--- src/rtl/brick_pkg.sv ---
// brick_pkg: shared types and helpers for the brick field engine.
//   state_e        - engine state (fill sweep, play, waiting for refill after clear)
//   STRENGTH_W     - bits per brick strength counter
//   init_strength  - starting strength of a brick, by row
// Configuration macro: BRICK_MULTIHIT_EN (2-bit strength, tiered by row) when defined;
// otherwise 1-bit strength and every hit kills.
package brick_pkg;

  typedef enum logic [1:0] {StFill, StPlay, StCleared} state_e;

`ifdef BRICK_MULTIHIT_EN
  localparam int unsigned STRENGTH_W = 2;
`else
  localparam int unsigned STRENGTH_W = 1;
`endif

  function automatic logic [STRENGTH_W-1:0] init_strength(input int unsigned row);
    logic [1:0] tiered;
    if (row == 0) begin
      tiered = 2'd3;
    end else if (row < 3) begin
      tiered = 2'd2;
    end else begin
      tiered = 2'd1;
    end
`ifdef BRICK_MULTIHIT_EN
    return tiered;
`else
    // Single-hit bricks all start alive regardless of row.
    return |tiered;
`endif
  endfunction

endpackage

--- src/rtl/brick_store.sv ---
// brick_store: DEPTH x STRENGTH_W brick strength array.
//   clk, reset          - clock, async active-high reset (read register only)
//   rd_idx / rd_data    - registered video lookup port (1 clk latency)
//   fill_we/idx/data    - wall rebuild write port (wins over hit)
//   hit_we/idx/data     - collision write port
module brick_store
  import brick_pkg::*;
#(
  parameter int unsigned DEPTH = 128,
  parameter int unsigned IDX_W = 7
) (
  input  logic                  clk,
  input  logic                  reset,
  input  logic [IDX_W-1:0]      rd_idx,
  output logic [STRENGTH_W-1:0] rd_data,
  input  logic                  fill_we,
  input  logic [IDX_W-1:0]      fill_idx,
  input  logic [STRENGTH_W-1:0] fill_data,
  input  logic                  hit_we,
  input  logic [IDX_W-1:0]      hit_idx,
  input  logic [STRENGTH_W-1:0] hit_data
);

  logic [STRENGTH_W-1:0] mem [DEPTH];
  logic                  wr_en;
  logic [IDX_W-1:0]      wr_idx;
  logic [STRENGTH_W-1:0] wr_data;

  always_comb begin
    wr_en   = fill_we | hit_we;
    wr_idx  = fill_we ? fill_idx  : hit_idx;
    wr_data = fill_we ? fill_data : hit_data;
  end

  always_ff @(posedge clk) begin
    if (wr_en) begin
      mem[wr_idx] <= wr_data;
    end
  end

  always_ff @(posedge clk or posedge reset) begin
    if (reset) begin
      rd_data <= '0;
    end else begin
      rd_data <= mem[rd_idx];
    end
  end

endmodule

--- src/rtl/brick_field_engine.sv ---
// brick_field_engine: brick wall storage, video lookup, collision and refill control.
//   clk, reset        - pixel clock, async active-high reset
//   hpos, vpos        - beam position
//   vsync             - vertical sync level (synchronised internally)
//   ball_gfx          - ball pixel at the beam
//   refill            - rebuild the wall now
//   brick_present     - live brick under beam (2 clk lookup latency)
//   brick_gfx         - brick pixel with 1-px mortar gap
//   hit, kill         - collision / brick-destroyed pulses
//   level_clear       - last brick destroyed pulse
//   bricks_left       - live brick count
//   busy              - wall fill sweep in progress
// Configuration macro: BRICK_MULTIHIT_EN (see brick_pkg).
module brick_field_engine
  import brick_pkg::*;
#(
  parameter int unsigned BRICKS_H     = 16,
  parameter int unsigned BRICKS_V     = 8,
  parameter int unsigned BRICK_W_LOG2 = 4,
  parameter int unsigned BRICK_H_LOG2 = 3,
  parameter int unsigned FIELD_X      = 0,
  parameter int unsigned FIELD_Y      = 64
) (
  input  logic                                      clk,
  input  logic                                      reset,
  input  logic [8:0]                                hpos,
  input  logic [8:0]                                vpos,
  input  logic                                      vsync,
  input  logic                                      ball_gfx,
  input  logic                                      refill,
  output logic                                      brick_present,
  output logic                                      brick_gfx,
  output logic                                      hit,
  output logic                                      kill,
  output logic                                      level_clear,
  output logic [$clog2(BRICKS_H*BRICKS_V+1)-1:0]    bricks_left,
  output logic                                      busy
);

  localparam int unsigned N     = BRICKS_H * BRICKS_V;
  localparam int unsigned IDX_W = $clog2(N);
  localparam int unsigned CNT_W = $clog2(N + 1);

  // Beam -> cell decode; negative offsets wrap high and fall outside the field.
  logic [8:0]       rel_x, rel_y, col, row;
  logic             in_field, mortar_ok;
  logic [IDX_W-1:0] cell_idx;

  always_comb begin
    rel_x     = hpos - 9'(FIELD_X);
    rel_y     = vpos - 9'(FIELD_Y);
    col       = rel_x >> BRICK_W_LOG2;
    row       = rel_y >> BRICK_H_LOG2;
    in_field  = (32'(col) < BRICKS_H) && (32'(row) < BRICKS_V);
    cell_idx  = in_field ? IDX_W'(32'(row) * BRICKS_H + 32'(col)) : '0;
    mortar_ok = (rel_y[BRICK_H_LOG2-1:0] != '0) && (rel_x[BRICK_W_LOG2-1:0] != '1);
  end

  // Stage 1 registers the index; stage 2 sits alongside the array read data.
  logic [IDX_W-1:0] idx_q, idx_q2;
  logic             in_field_q, in_field_q2, mortar_q, mortar_q2;

  always_ff @(posedge clk or posedge reset) begin
    if (reset) begin
      idx_q       <= '0;
      idx_q2      <= '0;
      in_field_q  <= 1'b0;
      in_field_q2 <= 1'b0;
      mortar_q    <= 1'b0;
      mortar_q2   <= 1'b0;
    end else begin
      idx_q       <= cell_idx;
      idx_q2      <= idx_q;
      in_field_q  <= in_field;
      in_field_q2 <= in_field_q;
      mortar_q    <= mortar_ok;
      mortar_q2   <= mortar_q;
    end
  end

  // vsync: two-flop synchroniser plus edge flop.
  logic vs_meta_q, vs_sync_q, vs_prev_q, vs_rise;

  always_ff @(posedge clk or posedge reset) begin
    if (reset) begin
      vs_meta_q <= 1'b0;
      vs_sync_q <= 1'b0;
      vs_prev_q <= 1'b0;
    end else begin
      vs_meta_q <= vsync;
      vs_sync_q <= vs_meta_q;
      vs_prev_q <= vs_sync_q;
    end
  end

  assign vs_rise = vs_sync_q & ~vs_prev_q;

  state_e                state_q, state_d;
  logic [IDX_W-1:0]      fill_idx_q, fill_idx_d;
  logic [CNT_W-1:0]      bricks_left_q, bricks_left_d;
  logic                  hit_lock_q, hit_q, kill_q, level_clear_q, level_clear_d;
  logic [STRENGTH_W-1:0] rd_data, fill_data;
  logic                  fill_we, collision, last_step;

  assign busy          = (state_q == StFill);
  assign brick_present = in_field_q2 & (rd_data != '0) & ~busy;
  assign brick_gfx     = brick_present & mortar_q2;
  // refill pre-empts a same-cycle collision.
  assign collision     = ball_gfx & brick_gfx & (state_q == StPlay) & ~hit_lock_q & ~refill;
  assign last_step     = (rd_data == STRENGTH_W'(1));
  assign fill_data     = init_strength(32'(fill_idx_q) / BRICKS_H);

  always_comb begin
    state_d       = state_q;
    fill_idx_d    = fill_idx_q;
    bricks_left_d = bricks_left_q;
    level_clear_d = 1'b0;
    fill_we       = 1'b0;
    if (refill) begin
      state_d    = StFill;
      fill_idx_d = '0;
    end else begin
      unique case (state_q)
        StFill: begin
          fill_we = 1'b1;
          if (fill_idx_q == IDX_W'(N - 1)) begin
            state_d       = StPlay;
            fill_idx_d    = '0;
            bricks_left_d = CNT_W'(N);
          end else begin
            fill_idx_d = fill_idx_q + IDX_W'(1);
          end
        end
        StPlay: begin
          if (bricks_left_q == '0) begin
            state_d       = StCleared;
            level_clear_d = 1'b1;
          end else if (collision && last_step) begin
            bricks_left_d = bricks_left_q - CNT_W'(1);
          end
        end
        StCleared: begin
          if (vs_rise) begin
            state_d    = StFill;
            fill_idx_d = '0;
          end
        end
        default: state_d = StFill;
      endcase
    end
  end

  always_ff @(posedge clk or posedge reset) begin
    if (reset) begin
      state_q       <= StFill;
      fill_idx_q    <= '0;
      bricks_left_q <= '0;
      hit_lock_q    <= 1'b0;
      hit_q         <= 1'b0;
      kill_q        <= 1'b0;
      level_clear_q <= 1'b0;
    end else begin
      state_q       <= state_d;
      fill_idx_q    <= fill_idx_d;
      bricks_left_q <= bricks_left_d;
      hit_q         <= collision;
      kill_q        <= collision & last_step;
      level_clear_q <= level_clear_d;
      if (collision) begin
        hit_lock_q <= 1'b1;
      end else if (vs_rise) begin
        hit_lock_q <= 1'b0;
      end
    end
  end

  assign hit         = hit_q;
  assign kill        = kill_q;
  assign level_clear = level_clear_q;
  assign bricks_left = bricks_left_q;

  brick_store #(
    .DEPTH (N),
    .IDX_W (IDX_W)
  ) u_store (
    .clk       (clk),
    .reset     (reset),
    .rd_idx    (idx_q),
    .rd_data   (rd_data),
    .fill_we   (fill_we),
    .fill_idx  (fill_idx_q),
    .fill_data (fill_data),
    .hit_we    (collision),
    .hit_idx   (idx_q2),
    .hit_data  (rd_data - STRENGTH_W'(1))
  );

endmodule

--- config.mk ---
export PLATFORM = sky130hd
export DESIGN_NAME = brick_field_engine
export DESIGN_NICKNAME = d
export VERILOG_FILES = /design/src/rtl/brick_pkg.sv /design/src/rtl/brick_store.sv /design/src/rtl/brick_field_engine.sv
export SDC_FILE = /design/constraint.sdc
export NUM_CORES = 1
export LEC_CHECK = 0
export BUFFER_PORTS_ARGS = -buffer_cell sky130_fd_sc_hd__buf_2
export CAP_MARGIN = 0
export CORE_ASPECT_RATIO = 0.8
export CORE_UTILIZATION = 61
export CTS_BUF_LIST = sky130_fd_sc_hd__clkbuf_4 sky130_fd_sc_hd__clkbuf_8
export DETAILED_ROUTE_END_ITERATION = 16
export GPL_ROUTABILITY_DRIVEN = 0
export PLACE_DENSITY_LB_ADDON = 0.2
export SKIP_LAST_GASP = 1
export SYNTH_ARGS = -nofsm -noshare
export SYNTH_HDL_FRONTEND = slang
export SYNTH_SLANG_ARGS = --single-unit
--- constraint.sdc ---
create_clock -name clk -period 4.8 [get_ports clk]
set_clock_uncertainty 0.15 [all_clocks]
set_input_delay 0.24 -clock clk [delete_from_list [all_inputs] [get_ports clk]]
set_output_delay 0.24 -clock clk [all_outputs]
set_load 0.02 [all_outputs]
==> metrics.json <==
{
  "worst_ep_arrival_time": {"value": 3.16, "unit": "ns"},
  "finalCritPeriodShare": {"value": 0.658},
  "worst-r2r-setup-slack": {"value": 1.64, "unit": "ns"},
  "r2r_start": {"value": "state_q[1]$_DFFE_PP0P_"},
  "nets": {"value": 656},
  "timing.final.max_slew_violations": {"value": 0},
  "top_usage_layer": {"value": "met2"},
  "initial_core_util": {"value": 0.629},
  "die_height": {"value": 102, "unit": "um"},
  "setup-violations-final": {"value": 0},
  "final_util": {"value": 0.693},
  "grt.met1_usage": {"value": 0.374},
  "syn_area": {"value": 0.00767, "unit": "mm^2"},
  "post_drt_wl_per_cell": {"value": 19.2, "unit": "um"},
  "design_power_total": {"value": 2.66, "unit": "mW"},
  "grt_first_pass_wirelength": {"value": 24.7, "unit": "mm"},
  "maxSlewHeadroom": {"value": 0.159},
  "fp.dieW": {"value": 127, "unit": "um"},
  "core_region_area": {"value": 0.0122, "unit": "mm^2"},
  "final.min_clock_period": {"value": 3.16, "unit": "ns"},
  "share_clk_of_total_power": {"value": 0.332},
  "n_antenna_cell": {"value": 0},
  "combPwrFrac": {"value": 0.055},
  "num_rows": {"value": 36},
  "yosysTopAreaCell": {"value": "edfxtp_1"},
  "mostFrequentLayoutCells": {"value": "151 x nor2_1, 128 x edfxtp_1, 43 x nand2_1, 43 x dfrtp_1, 36 x buf_2"},
  "grt_use_met2": {"value": 0.410},
  "result_of_the_run": {"value": "finished, final reports clean"},
  "first_global_vias": {"value": 4604},
  "yosysTopAreaCellShare": {"value": 0.501},
  "synth_area_per_cell": {"value": 13.2, "unit": "um^2"},
  "post_synthesis_net_count": {"value": 608},
  "cts_num_sinks": {"value": 171},
  "ys.flop_type": {"value": "edfxtp_1"},
  "detail_route.drc_violations": {"value": 0},
  "ys_top_cells_by_area": {"value": "edfxtp_1 50%, dfrtp_1 14%, mux4_2 9.7%"},
  "yosys_warn_count": {"value": 0},
  "grt_setup_unrepaired": {"value": "false"},
  "critical_path.startpoint": {"value": "state_q[1]$_DFFE_PP0P_"},
  "layout-drive-gt1-share": {"value": 0.192},
  "grt_max_degree": {"value": 66},
  "holdCritStartpoint": {"value": "vpos[8]"},
  "fillCellCount": {"value": 876},
  "critical_path.endpoint_type": {"value": "flop"},
  "tightest_slew": {"value": 1.25, "unit": "ns"},
  "die_area": {"value": 0.0130, "unit": "mm^2"},
  "synth_cell_types": {"value": 56},
  "fmax": {"value": 316, "unit": "MHz"},
  "critical_path_class": {"value": "flop to flop"},
  "cts_max_path_buffers": {"value": 2},
  "final_common_cell": {"value": "nor2_1"},
  "num_vias": {"value": 4882},
  "setup_total_negative_slack": {"value": 0, "unit": "ns"},
  "clock_transition_time_at_the_flip_flop_clock_pins_of_the_worst_setup_and_hold_paths": {"value": 0.08, "unit": "ns"},
  "netlist_instances": {"value": 580},
  "clk_root_buffer_cell": {"value": "clkbuf_8"},
  "clk_latency": {"value": 0.45, "unit": "ns"},
  "swShare": {"value": 0.225},
  "cts.htree.levels": {"value": 4},
  "ys_ff_latch": {"value": 171},
  "static-leakage-power": {"value": 2.90, "unit": "nW"},
  "crit_fanout": {"value": 14},
  "sequential_area_share_after_synthesis": {"value": 0.641},
  "type_of_the_tightest_min_delay_check": {"value": "input pin to flop"},
  "postRouteWirelength": {"value": 15.6, "unit": "mm"},
  "detail-route-antenna-nets": {"value": 0},
  "postSynth.asyncResetShare": {"value": 0.251},
  "power.density": {"value": 315, "unit": "mW/mm^2"},
  "cts_buffers": {"value": 17},
  "gr-total-overflow": {"value": 0},
  "vdd.ir_drop.worst": {"value": 0.000353, "unit": "V"},
  "grtUsageMet3": {"value": 0.0733},
  "via_count_normalized_by_instance_count": {"value": 6.01},
  "finalHoldViolCount": {"value": 0},
  "timing.critical_path.required": {"value": 4.80, "unit": "ns"},
  "grt.total_usage": {"value": 0.264},
  "intPower": {"value": 2.06, "unit": "mW"},
  "cts_tree": {"value": "yes"},
  "cap_violations": {"value": 0},
  "syn_to_final_growth": {"value": 10.3, "unit": "%"},
  "synth-edff-count": {"value": 128},
  "startpoint_type": {"value": "flop"},
  "drt-pass1-iter-count": {"value": 5},
  "antenna_violations_before_repair": {"value": 0},
  "dp.final_hpwl": {"value": 9.98, "unit": "mm"},
  "initialDrtViolationCount": {"value": 504},
  "buffer_ports.inserted": {"value": 36},
  "power.net_switching": {"value": 0.600, "unit": "mW"},
  "floorplan.io_pins": {"value": 37},
  "seqPwrFrac": {"value": 0.613}
}
-- worst paths after layout --
kind	cells past startpoint	end
max	5	u_store.mem[110]$_DFFE_PP_
min	3	in_field_q$_DFF_PP0_
max reg2reg	5	u_store.mem[110]$_DFFE_PP_
min reg2reg	0	vs_sync_q$_DFF_PP0_
max in group asynchronous	4	idx_q2[1]$_DFF_PP0_
min in group asynchronous	3	vs_meta_q$_DFF_PP0_
-- power by group through the flow --
stage	sequential [mW]	combinational, mW	clock [mW]
after detailed placement	1.67	0.137	0
after global placement	1.67	0.133	0
after floorplan	1.66	0.0949	0
after global routing	1.63	0.161	0.958
after CTS	1.63	0.146	0.897
final	1.63	0.146	0.885
-- cell families after synthesis --
| family | Yosys count | share of synthesized area |
|---|---|---|
| muxes | 45 | 0.115 |
| buffers and inverters | 35 | 0.0235 |
| and+or+nand+nor | 281 | 0.173 |
| DFF | 171 | 0.641 |
| xor gates and xnor gates | 7 | 0.00799 |
| adders and majority gates | 5 | 0.00815 |
| AOI/OAI and AO/OA | 36 | 0.0316 |
-- layer usage --
metal	up-vias	routed length, um
met5	-	0
met3	16	1130
met1	2458	6960
met4	0	178
met2	190	7340
li1	2218	-
-- through the flow --
stage               std cells  setup WS, ns  hold slack [ns]  cell area (um^2)
floorplan                 580          1.45            0.121              7670
global placement          765          1.89         -0.00418              7980
detailed placement        765          1.69         -0.00105              7980
CTS                       812          1.68           0.0700              8460
global route              812          1.36            0.112              8460
finish                    812          1.64           0.0930              8460
-- critical path: stages, from the launching register on --
cell	delay, ns
dfrtp_1	0.49
nor3_1	1.03
nand3_1	0.16
o21ai_0	0.29
nand3_2	0.47
nor2_1	0.27
-- cell type report --
class	count	area [um^2]	share of cell area
Sequential cell	171	4920	0.581
Multi-Input combinational cell	374	2580	0.305
Timing Repair Buffer	57	388	0.0458
Clock buffer	23	285	0.0337
Tap cell	171	214	0.0253
Clock inverter	9	52.6	0.00621
Inverter	7	26.3	0.00310
-- sequential cells by signal, indices dropped and copies added (netlist names), 2 cells and up --
name         cells
state_q          2
bricks_left      8
u_store.mem    128
fill_idx_q       7
idx_q2           7
idx_q            7
-- cell usage after synthesis, drive strengths merged (2+ instances only) --
library cell / instances
nand2b: 4
nor4: 4
nand4b: 3
o31ai: 4
a31oi: 2
o21ai: 13
mux2i: 11
a21oi: 3
nor2: 151
buf: 22
and2: 8
nand3: 20
ha: 5
inv: 7
nand2: 44
or3: 5
edfxtp: 128
nand3b: 14
nor3: 7
xor2: 6
dfrtp: 43
nor3b: 2
nand4: 4
clkbuf: 6
nor2b: 6
and3: 2
mux4: 33
-- what timing repair did --
action / 4_1_cts / 5_1_grt
hold buffers: 15 / 0
resized for setup: 0 / 0
setup buffers: 0 / 0
endpoints found under the hold margin: 57 / 0
(Power assumes the default switching activity.)
